File: config.mk
export PLATFORM = sky130hd
export DESIGN_NAME = vx_dot8_pe_flat
export DESIGN_NICKNAME = d
export VERILOG_FILES = /design/src/rtl/vx_dot8_pe_if.sv /design/src/rtl/vx_dot8_pe.sv /design/src/flat_wrapper.sv
export SDC_FILE = /design/constraint.sdc
export NUM_CORES = 1
export LEC_CHECK = 0
export ABC_AREA = 1
export BUFFER_PORTS_ARGS = -buffer_cell sky130_fd_sc_hd__buf_2
export CELL_PAD_IN_SITES_DETAIL_PLACEMENT = 2
export CELL_PAD_IN_SITES_GLOBAL_PLACEMENT = 2
export CORE_UTILIZATION = 33
export CTS_BUF_LIST = sky130_fd_sc_hd__clkbuf_16
export CTS_CLUSTER_SIZE = 20
export DETAILED_ROUTE_END_ITERATION = 10
export PLACE_DENSITY_LB_ADDON = 0.05
export SLEW_MARGIN = 20
export SYNTH_ARGS = -nofsm -noshare
export SYNTH_HDL_FRONTEND = slang
export SYNTH_SLANG_ARGS = --single-unit
File: constraint.sdc
create_clock -name clk -period 3.3 [get_ports clk]
set_clock_uncertainty 0.2 [all_clocks]
set_input_delay 0.165 -clock clk [delete_from_list [all_inputs] [get_ports clk]]
set_output_delay 0.165 -clock clk [all_outputs]
set_load 0.1 [all_outputs]
File: src/rtl/vx_dot8_pe_if.sv
// vx_dot8_pe_if: operand/result handshake bundle for the dot8 PE.
// master = upstream producer and result consumer, slave = the PE.
interface vx_dot8_pe_if #(
    parameter int TAG_WIDTH = 1
);
    logic                 valid_in;
    logic                 ready_in;
    logic [31:0]          a_in;
    logic [31:0]          b_in;
    logic [TAG_WIDTH-1:0] tag_in;
    logic                 valid_out;
    logic                 ready_out;
    logic [31:0]          data_out;
    logic [TAG_WIDTH-1:0] tag_out;

    modport master (
        output valid_in, a_in, b_in, tag_in, ready_out,
        input  ready_in, valid_out, data_out, tag_out
    );

    modport slave (
        input  valid_in, a_in, b_in, tag_in, ready_out,
        output ready_in, valid_out, data_out, tag_out
    );
endinterface

File: src/rtl/vx_dot8_pe.sv
// vx_dot8_pe: signed 4x int8 dot product, elastic 2-stage valid/ready pipe.
// Define DOT8_SAT_EN to clamp results to int16 and expose sticky sat_flag.
module vx_dot8_pe #(
    parameter int TAG_WIDTH = 1,
    parameter bit OUT_REG   = 1'b1
) (
    input  logic        clk,
    input  logic        reset,
`ifdef DOT8_SAT_EN
    output logic        sat_flag,
`endif
    vx_dot8_pe_if.slave bus
);
    logic                 s1_valid_q;
    logic [TAG_WIDTH-1:0] s1_tag_q;
    logic [15:0]          p_q [4];
    logic [15:0]          p_d [4];
    logic                 s1_go;
    logic                 s1_adv;
    logic                 accept;
    logic signed [17:0]   sum;
    logic [31:0]          res;
`ifdef DOT8_SAT_EN
    logic                 sat_hit;
    logic                 sat_q;
`endif

    assign s1_adv       = !s1_valid_q || s1_go;
    assign accept       = bus.valid_in && s1_adv;
    assign bus.ready_in = s1_adv;

    // Form the four byte products; low 16 bits of the
    // sign-extended product equal the signed int8 x int8 result.
    always_comb begin
        for (int k = 0; k < 4; k++) begin
            p_d[k] = {{8{bus.a_in[8*k+7]}}, bus.a_in[8*k +: 8]}
                   * {{8{bus.b_in[8*k+7]}}, bus.b_in[8*k +: 8]};
        end
    end

    // Stage 1: capture products and tag of each accepted pair.
    always_ff @(posedge clk or posedge reset) begin
        if (reset) begin
            s1_valid_q <= 1'b0;
            s1_tag_q   <= '0;
            for (int k = 0; k < 4; k++) begin
                p_q[k] <= '0;
            end
        end else begin
            if (s1_adv) begin
                s1_valid_q <= bus.valid_in;
            end
            if (accept) begin
                p_q      <= p_d;
                s1_tag_q <= bus.tag_in;
            end
        end
    end

    // Reduce the products in 18 bits and widen (or clamp) to 32.
    always_comb begin
        sum = {{2{p_q[0][15]}}, p_q[0]}
            + {{2{p_q[1][15]}}, p_q[1]}
            + {{2{p_q[2][15]}}, p_q[2]}
            + {{2{p_q[3][15]}}, p_q[3]};
        res = {{14{sum[17]}}, sum};
`ifdef DOT8_SAT_EN
        sat_hit = 1'b0;
        if (sum > 18'sd32767) begin
            sat_hit = 1'b1;
            res     = 32'h0000_7FFF;
        end else if (sum < -18'sd32768) begin
            sat_hit = 1'b1;
            res     = 32'hFFFF_8000;
        end
`endif
    end

    if (OUT_REG) begin : g_out_reg
        logic                 s2_valid_q;
        logic [31:0]          s2_data_q;
        logic [TAG_WIDTH-1:0] s2_tag_q;
        logic                 s2_adv;

        assign s2_adv = !s2_valid_q || bus.ready_out;
        assign s1_go  = s2_adv;

        // Stage 2: register the reduced result; hold under stall.
        always_ff @(posedge clk or posedge reset) begin
            if (reset) begin
                s2_valid_q <= 1'b0;
                s2_data_q  <= '0;
                s2_tag_q   <= '0;
            end else begin
                if (s2_adv) begin
                    s2_valid_q <= s1_valid_q;
                end
                if (s2_adv && s1_valid_q) begin
                    s2_data_q <= res;
                    s2_tag_q  <= s1_tag_q;
                end
            end
        end

        assign bus.valid_out = s2_valid_q;
        assign bus.data_out  = s2_data_q;
        assign bus.tag_out   = s2_tag_q;
    end else begin : g_out_comb
        assign s1_go         = bus.ready_out;
        assign bus.valid_out = s1_valid_q;
        assign bus.data_out  = res;
        assign bus.tag_out   = s1_tag_q;
    end

`ifdef DOT8_SAT_EN
    // Sticky flag: set when a clamped result leaves stage 1.
    always_ff @(posedge clk or posedge reset) begin
        if (reset) begin
            sat_q <= 1'b0;
        end else if (s1_valid_q && s1_go && sat_hit) begin
            sat_q <= 1'b1;
        end
    end

    assign sat_flag = sat_q;
`endif
endmodule

File: src/flat_wrapper.sv
// flat-port wrapper written by rule: the top's interface ports become plain ports
module vx_dot8_pe_flat 
#(
    parameter int TAG_WIDTH = 1,
    parameter bit OUT_REG   = 1'b1
)
  (clk, reset, bus_valid_in, bus_a_in, bus_b_in, bus_tag_in, bus_ready_out, bus_ready_in, bus_valid_out, bus_data_out, bus_tag_out);
  vx_dot8_pe_if #(.TAG_WIDTH(TAG_WIDTH)) bus_i ();
  input  logic clk;
  input  logic reset;
  input wire logic [$bits(bus_i.valid_in)-1:0] bus_valid_in;
  input wire logic [$bits(bus_i.a_in)-1:0] bus_a_in;
  input wire logic [$bits(bus_i.b_in)-1:0] bus_b_in;
  input wire logic [$bits(bus_i.tag_in)-1:0] bus_tag_in;
  input wire logic [$bits(bus_i.ready_out)-1:0] bus_ready_out;
  output wire logic [$bits(bus_i.ready_in)-1:0] bus_ready_in;
  output wire logic [$bits(bus_i.valid_out)-1:0] bus_valid_out;
  output wire logic [$bits(bus_i.data_out)-1:0] bus_data_out;
  output wire logic [$bits(bus_i.tag_out)-1:0] bus_tag_out;
  assign bus_i.valid_in = bus_valid_in;
  assign bus_i.a_in = bus_a_in;
  assign bus_i.b_in = bus_b_in;
  assign bus_i.tag_in = bus_tag_in;
  assign bus_i.ready_out = bus_ready_out;
  assign bus_ready_in = bus_i.ready_in;
  assign bus_valid_out = bus_i.valid_out;
  assign bus_data_out = bus_i.data_out;
  assign bus_tag_out = bus_i.tag_out;
  vx_dot8_pe #(.TAG_WIDTH(TAG_WIDTH), .OUT_REG(OUT_REG)) u_core (.clk(clk), .reset(reset), .bus(bus_i));
endmodule
==> flow_summary_export.csv, run 1 <==
group,metric,value,unit
setup_path,arrival,3.98,ns
logic_synthesis,netlist.area_leader.share,29.30,%
logic_synthesis,yosys.area.top_type,"fa_1",
logic_synthesis,synth-simple-area-share,20.06,%
drt,drtAntennaViolNets,0,
run_status,violations,"negative setup slack",
clocking,clkLatencyLatePin,0.38,ns
logic_synthesis,ys_warn_count,0,
die,die_y,224.5,um
setup_path,worstSetupPathType,"reg -> reg",
cells_and_area,drive_gt1_share,37.56,%
timing,finalSetupViolCount,50,
drt,firstDrtPassIters,5,
drt,drc,0,
worst_hold_path,worst_hold_path_type,"in -> reg",
die,initial_utilization,33.43,%
clocking,cts.sinks,86,
timing,final_max_slew_viol_count,0,
logic_synthesis,muxShareOfSynthArea,0,%
die,die_x,224.5,um
setup_path,ff2ff_path_depth,20,
cells_and_area,final_cells,3268,
logic_synthesis,synthDistinctLibCells,35,
logic_synthesis,ys_seq_area_share,13.18,%
clocking,numCtsBuffers,9,
logic_synthesis,synth_compound_area_share,5.861,%
timing,fmax,0.2555,GHz
drt,via_per_inst,4.719,
clocking,cts_tree,"built",
logic_synthesis,synthCells,2258,
logic_synthesis,synth_fa_ha_area_share,40.63,%
timing,worst_pin_slew,0.7966,ns
logic_synthesis,synth-xor-area-share,2.245,%
timing,fin_crit,3.914,ns
cells_and_area,syn_to_final_growth,43.28,%
placed_design,io_buffers,103,
clocking,clkTransAtPathRegs,0.07,ns
die,die_area,50380,um2
setup_path,critPathRequiredTime,3.36,ns
logic_synthesis,synthMostInstantiatedCell,"inv_1",
die,fp.coreArea,48850,um2
drt,num_vias,15420,
setup_path,crit_path_start_kind,"register",
clocking,cts_root_buf,"clkbuf_16",
placed_design,pre_cts_ws,-0.9239,ns
logic_synthesis,ys_top_cells_by_area,"fa_1, inv_1, nand2_1",
global_routing,overflow,0,
logic_synthesis,synthArstFlopShare,100.0,%
flow_run,cap_viol_max_count,0,
setup_path,worstPathMaxFanout,5,
drt,dr.first_iter.drc_count,538,
logic_synthesis,synth_edf_count,0,
drt,wl_per_cell,18.84,um
die,rows,81,
timing,fin_crit_sh,118.6,%
logic_synthesis,synth_area,16330,um2
global_routing,grt_max_degree,67,
global_routing,grt_pass1_vias,17570,
die,ios,104,
worst_hold_path,min_path_cells,4,
drt,finalWirelength,61.56,mm
logic_synthesis,syn_nets,2714,
global_routing,grt_pass1_wl,89.33,mm
clocking,htree_num_levels,3,
setup_path,end_kind,"register",
logic_synthesis,ys.flop_type,"dfrtp_1",
logic_synthesis,synth_commonest_cells,"inv_1, nand2_1, fa_1, ha_1, dfrtp_1",
timing,maxSlewHeadroom,46.89,%
cells_and_area,nets,3055,
run_status,outcome,"finished, violations left",
timing,rsz0062_at_grt,"yes",
logic_synthesis,synth_seq_cells,86,
logic_synthesis,synth_area_per_cell,7.233,um2
global_routing,grtUsageTotal,22.25,%
placed_design,post-dp-hpwl,42.41,mm
timing,finalHoldViolations,0,
logic_synthesis,synth_top_family_by_area,"adder cells",
clocking,clock_path_buffers,2,
cells_and_area,num_antenna_cells,0,
placed_design,dp_cells,3184,
timing,worst_slack,-0.6141,ns
placed_design,gp_congestion,0.8203,
global_routing,antenna_found_initial,0,
[per-stage QoR]
stage          util [%]  TNS (ns)  hold slack, ns  instance area (um2)
3_3_place_gp      40.57    -31.19          0.1042                19820
4_1_cts           45.48    -11.05         0.08167                22220
5_1_grt           47.90    -22.96         0.08376                23400
3_5_place_dp      40.57    -36.19          0.1066                19820
2_1_floorplan         -    -12.12         0.08595                17420
6_report          47.90    -16.73         0.05324                23400
[placed cells by master, fill, tap and decap left out, drive strengths merged, types with 8 or more instances in the layout]
cell,netlist,routed
or2,8,8
a21oi,66,66
dfrtp,86,86
xor2,11,11
clkbuf,65,12
ha,148,148
xnor2,30,30
inv,674,673
nor2,78,78
a21o,8,8
nand2,595,595
nand3,90,90
o21ai,84,84
fa,239,239
buf,26,415
o21bai,8,8
nand4,14,14
nand3b,8,8
[layout make-up]
type                       count  area, um2
clock buffer                   9      225.2
clock inverter                 7      57.56
fill                        5444      25450
inverter                     675       2582
multi-input combinational   1406      14060
sequential                    86       2155
tap                          664      830.8
timing repair buffer         421       3492
[worst paths after layout]
kind | slack [ns] | endpoint | startpoint
setup / recovery | -0.61 | u_core.bus.data_out[16]$_DFFE_PP0P_ | u_core.p_q[32]$_DFFE_PP0P_
hold / removal | 0.05 | u_core.p_q[16]$_DFFE_PP0P_ | bus_b_in[16]
setup reg to reg | -0.61 | u_core.bus.data_out[16]$_DFFE_PP0P_ | u_core.p_q[32]$_DFFE_PP0P_
hold reg to reg | 0.27 | u_core.bus.data_out[0]$_DFFE_PP0P_ | u_core.bus.data_out[0]$_DFFE_PP0P_
max in group asynchronous | 1.91 | u_core.p_q[34]$_DFFE_PP0P_ | reset
min in group asynchronous | 0.24 | u_core.p_q[47]$_DFFE_PP0P_ | reset
[layer usage]
| metal | wire (um) | global-route usage (%) | vias to the layer above |
|---|---|---|---|
| li1 | - | - | 7219 |
| met5 | 0 | 0 | - |
| met4 | 1300 | 4.301 | 0 |
| met1 | 24540 | 26.64 | 7970 |
| met2 | 34820 | 42.86 | 165 |
| met3 | 887 | 2.064 | 67 |
[registers in the layout, indices dropped and copies added, names as in the netlist]
signal	count
u_core.s1_valid_q	1
u_core.bus.tag_out	1
u_core.s1_tag_q	1
u_core.bus.valid_out	1
u_core.p_q	64
u_core.bus.data_out	18
[cell families after synthesis]
kind of cell / after synthesis
adders and majority gates: 387
xor gates and xnor gates: 41
AOI/OAI and AO/OA: 175
buffers and inverters: 766
DFF: 86
and+or+nand+nor: 803
[critical path: stages (launching register included)]
cell,delay [ns]
dfrtp_1,0.40
ha_2,0.23
inv_2,0.06
fa_2,0.38
o21ai_4,0.22
nand2_2,0.11
nand2_4,0.10
nand3_2,0.07
nand2_2,0.09
xor2_2,0.09
fa_1,0.58
inv_2,0.06
ha_4,0.33
inv_4,0.05
nor3_4,0.18
and2_1,0.17
nand2_1,0.09
nand2_1,0.11
nand2_1,0.09
nand3_2,0.09
nand2_1,0.08
[timing repair]
item	4_1_cts	5_1_grt
hold buffers	3	0
gates cloned	0	0
endpoints found under the hold margin	41	0
buffers inserted	42	33
gates resized for setup	467	244
pin swaps	222	202
endpoints found under the setup margin	52	55
Power of run 1 is left out: the tool's default activity adds up to more than one toggle a clock period on the data nets, which glitch-free logic cannot reach.
==> run 2, diff against run 1 <==
--- a/config.mk
+++ b/config.mk
@@ -10,7 +10,6 @@
 export CELL_PAD_IN_SITES_DETAIL_PLACEMENT = 2
 export CELL_PAD_IN_SITES_GLOBAL_PLACEMENT = 2
 export CORE_UTILIZATION = 33
-export CTS_BUF_LIST = sky130_fd_sc_hd__clkbuf_16
 export CTS_CLUSTER_SIZE = 20
 export DETAILED_ROUTE_END_ITERATION = 10
 export PLACE_DENSITY_LB_ADDON = 0.05
==> flow_summary_export.csv, run 2 (synthesized netlist as in run 1, its figures left out) <==
group,metric,value,unit
run_status,outcome,"finished, violations left",
run_status,violations,"negative setup slack",
cells_and_area,design_area,23330,um2
die,ios,104,
flow_run,cap_viol_max_count,0,
drt,drc,0,
cells_and_area,nets,3055,
timing,rsz0062_at_grt,"yes",
timing,finalHoldViolations,0,
global_routing,grtUsageTotal,22.14,%
global_routing,grt_pass1_vias,17580,
setup_path,crit_slowest_cell,"fa_1",
cells_and_area,regArea,2155,um2
cells_and_area,post-route-util,47.75,%
drt,wl_per_cell,18.39,um
setup_path,worstPathMaxFanout,5,
die,rows,81,
cells_and_area,top_register,"u_core.p_q",
placed_design,post-dp-hpwl,42.41,mm
clocking,clkLatencyLatePin,0.37,ns
cells_and_area,syn_to_final_growth,42.83,%
clocking,clock_path_buffers,2,
clocking,clkTransAtPathRegs,0.07,ns
placed_design,place_area,19820,um2
clocking,cts_tree,"built",
drt,drtAntennaViolNets,0,
setup_path,worstSetupPathType,"reg -> reg",
drt,num_vias,15390,
cells_and_area,drive_gt1_share,37.60,%
placed_design,io_buffers,103,
timing,tns,-16.27,ns
global_routing,antenna_found_initial,0,
setup_path,timing.critical_path.cells,"ha_2 > inv_2 > fa_2 > o21ai_4 > nand2_2 > nand2_4 > nand3_2 > nand2_2 > xor2_2 > fa_1 > inv_2 > ha_4 > nand2_4 > nor2_4 > nor3b_4 > nand2_1 > nand2_1 > nand2_1 > nand3_2 > nand2_1",
die,die_area,50380,um2
die,die_y,224.5,um
global_routing,grt_max_degree,67,
cells_and_area,mostFrequentLayoutCells,"inv_1, nand2_1, buf_4",
placed_design,gp_congestion,0.8203,
global_routing,overflow,0,
die,die_x,224.5,um
setup_path,max_stage_delay,0.59,ns
timing,fmax,0.2611,GHz
clocking,cts.sinks,86,
timing,worst_pin_slew,0.8039,ns
placed_design,pre_cts_ws,-0.9239,ns
cells_and_area,num_antenna_cells,0,
die,fp.coreArea,48850,um2
timing,final_max_slew_viol_count,0,
clocking,numCtsBuffers,9,
setup_path,crit_top_cell,"nand2_1",
setup_path,arrival,3.88,ns
timing,finalSetupViolCount,50,
drt,dr.first_iter.drc_count,482,
setup_path,critPathRequiredTime,3.35,ns
timing,maxSlewHeadroom,46.41,%
drt,firstDrtPassIters,5,
clocking,cts_root_buf,"clkbuf_16",
drt,via_per_inst,4.710,
cells_and_area,final_common_cell,"inv_1",
die,initial_utilization,33.43,%
timing,worst_slack,-0.5302,ns
setup_path,end_kind,"register",
drt,finalWirelength,60.08,mm
cells_and_area,multiInputGateArea,14020,um2
clocking,htree_num_levels,3,
global_routing,grt_pass1_wl,89.00,mm
setup_path,cp_top_family,"adder cells",
cells_and_area,fillCellCount,5401,
worst_hold_path,worst_hold_path_type,"in -> reg",
timing,fin_crit_sh,116.1,%
setup_path,cp_num_buf_inv,2,
cells_and_area,largest_reg_flops,64,
setup_path,crit_path_start_kind,"register",
timing,fin_crit,3.830,ns
==> run 2: cell types whose count changed in the layout (fill, tap and decap cells not counted), sizes merged <==
cell | previous run | this run
buf | 415 | 414
clkinv | 6 | 5
clkbuf | 12 | 14
==> run 2: worst register-to-register path, delay by kind of cell, from the launching register on <==
kind | cells | cell delay, ns
and+or+nand+nor | 12 | 1.19
buffers and inverters | 2 | 0.11
DFF | 1 | 0.40
xor gates and xnor gates | 1 | 0.09
AOI/OAI and AO/OA | 1 | 0.21
adders and majority gates | 4 | 1.52
==> run 2: final timing paths <==
path / endpoint / slack, ns / start / cells past startpoint
max: u_core.bus.data_out[15]$_DFFE_PP0P_ / -0.53 / u_core.p_q[32]$_DFFE_PP0P_ / 20
min: u_core.p_q[16]$_DFFE_PP0P_ / 0.05 / bus_b_in[16] / 4
max reg2reg: u_core.bus.data_out[15]$_DFFE_PP0P_ / -0.53 / u_core.p_q[32]$_DFFE_PP0P_ / 20
min reg2reg: u_core.bus.data_out[16]$_DFFE_PP0P_ / 0.28 / u_core.bus.data_out[16]$_DFFE_PP0P_ / 2
max in group asynchronous: u_core.p_q[34]$_DFFE_PP0P_ / 1.89 / reset / 4
min in group asynchronous: u_core.p_q[47]$_DFFE_PP0P_ / 0.25 / reset / 3
==> run 2: area by class of cell <==
| type | count | share of cell area [%] |
|---|---|---|
| Timing Repair Buffer | 421 | 14.78 |
| Sequential cell | 86 | 9.237 |
| Clock inverter | 6 | 0.2306 |
| Clock buffer | 10 | 1.025 |
| Multi-Input combinational cell | 1406 | 60.11 |
| Tap cell | 664 | 3.562 |
| Inverter | 675 | 11.05 |
==> run 2: per-stage QoR <==
stage	hold WS [ns]	std cells
after floorplan	0.08595	2258
after global placement	0.1042	3184
after detailed placement	0.1066	3184
after CTS	0.08404	3239
after global routing	0.06407	3268
final	0.05336	3268
==> run 2: metal layers <==
layer	track usage, %	part of all wire [%]	wire length [um]
met5	0	0	0
met4	4.652	2.1	1266
met3	1.737	1.7	1009
met2	42.47	56	33510
met1	26.71	40	24300
==> run 2: what timing repair did <==
action / CTS / global route
gates resized for setup: 465 / 230
hold buffers: 3 / 0
pin swaps: 222 / 190
setup endpoints to repair: 52 / 54
buffers inserted: 41 / 38
hold endpoints to repair: 41 / 0
Power of run 2 is left out for the same reason.
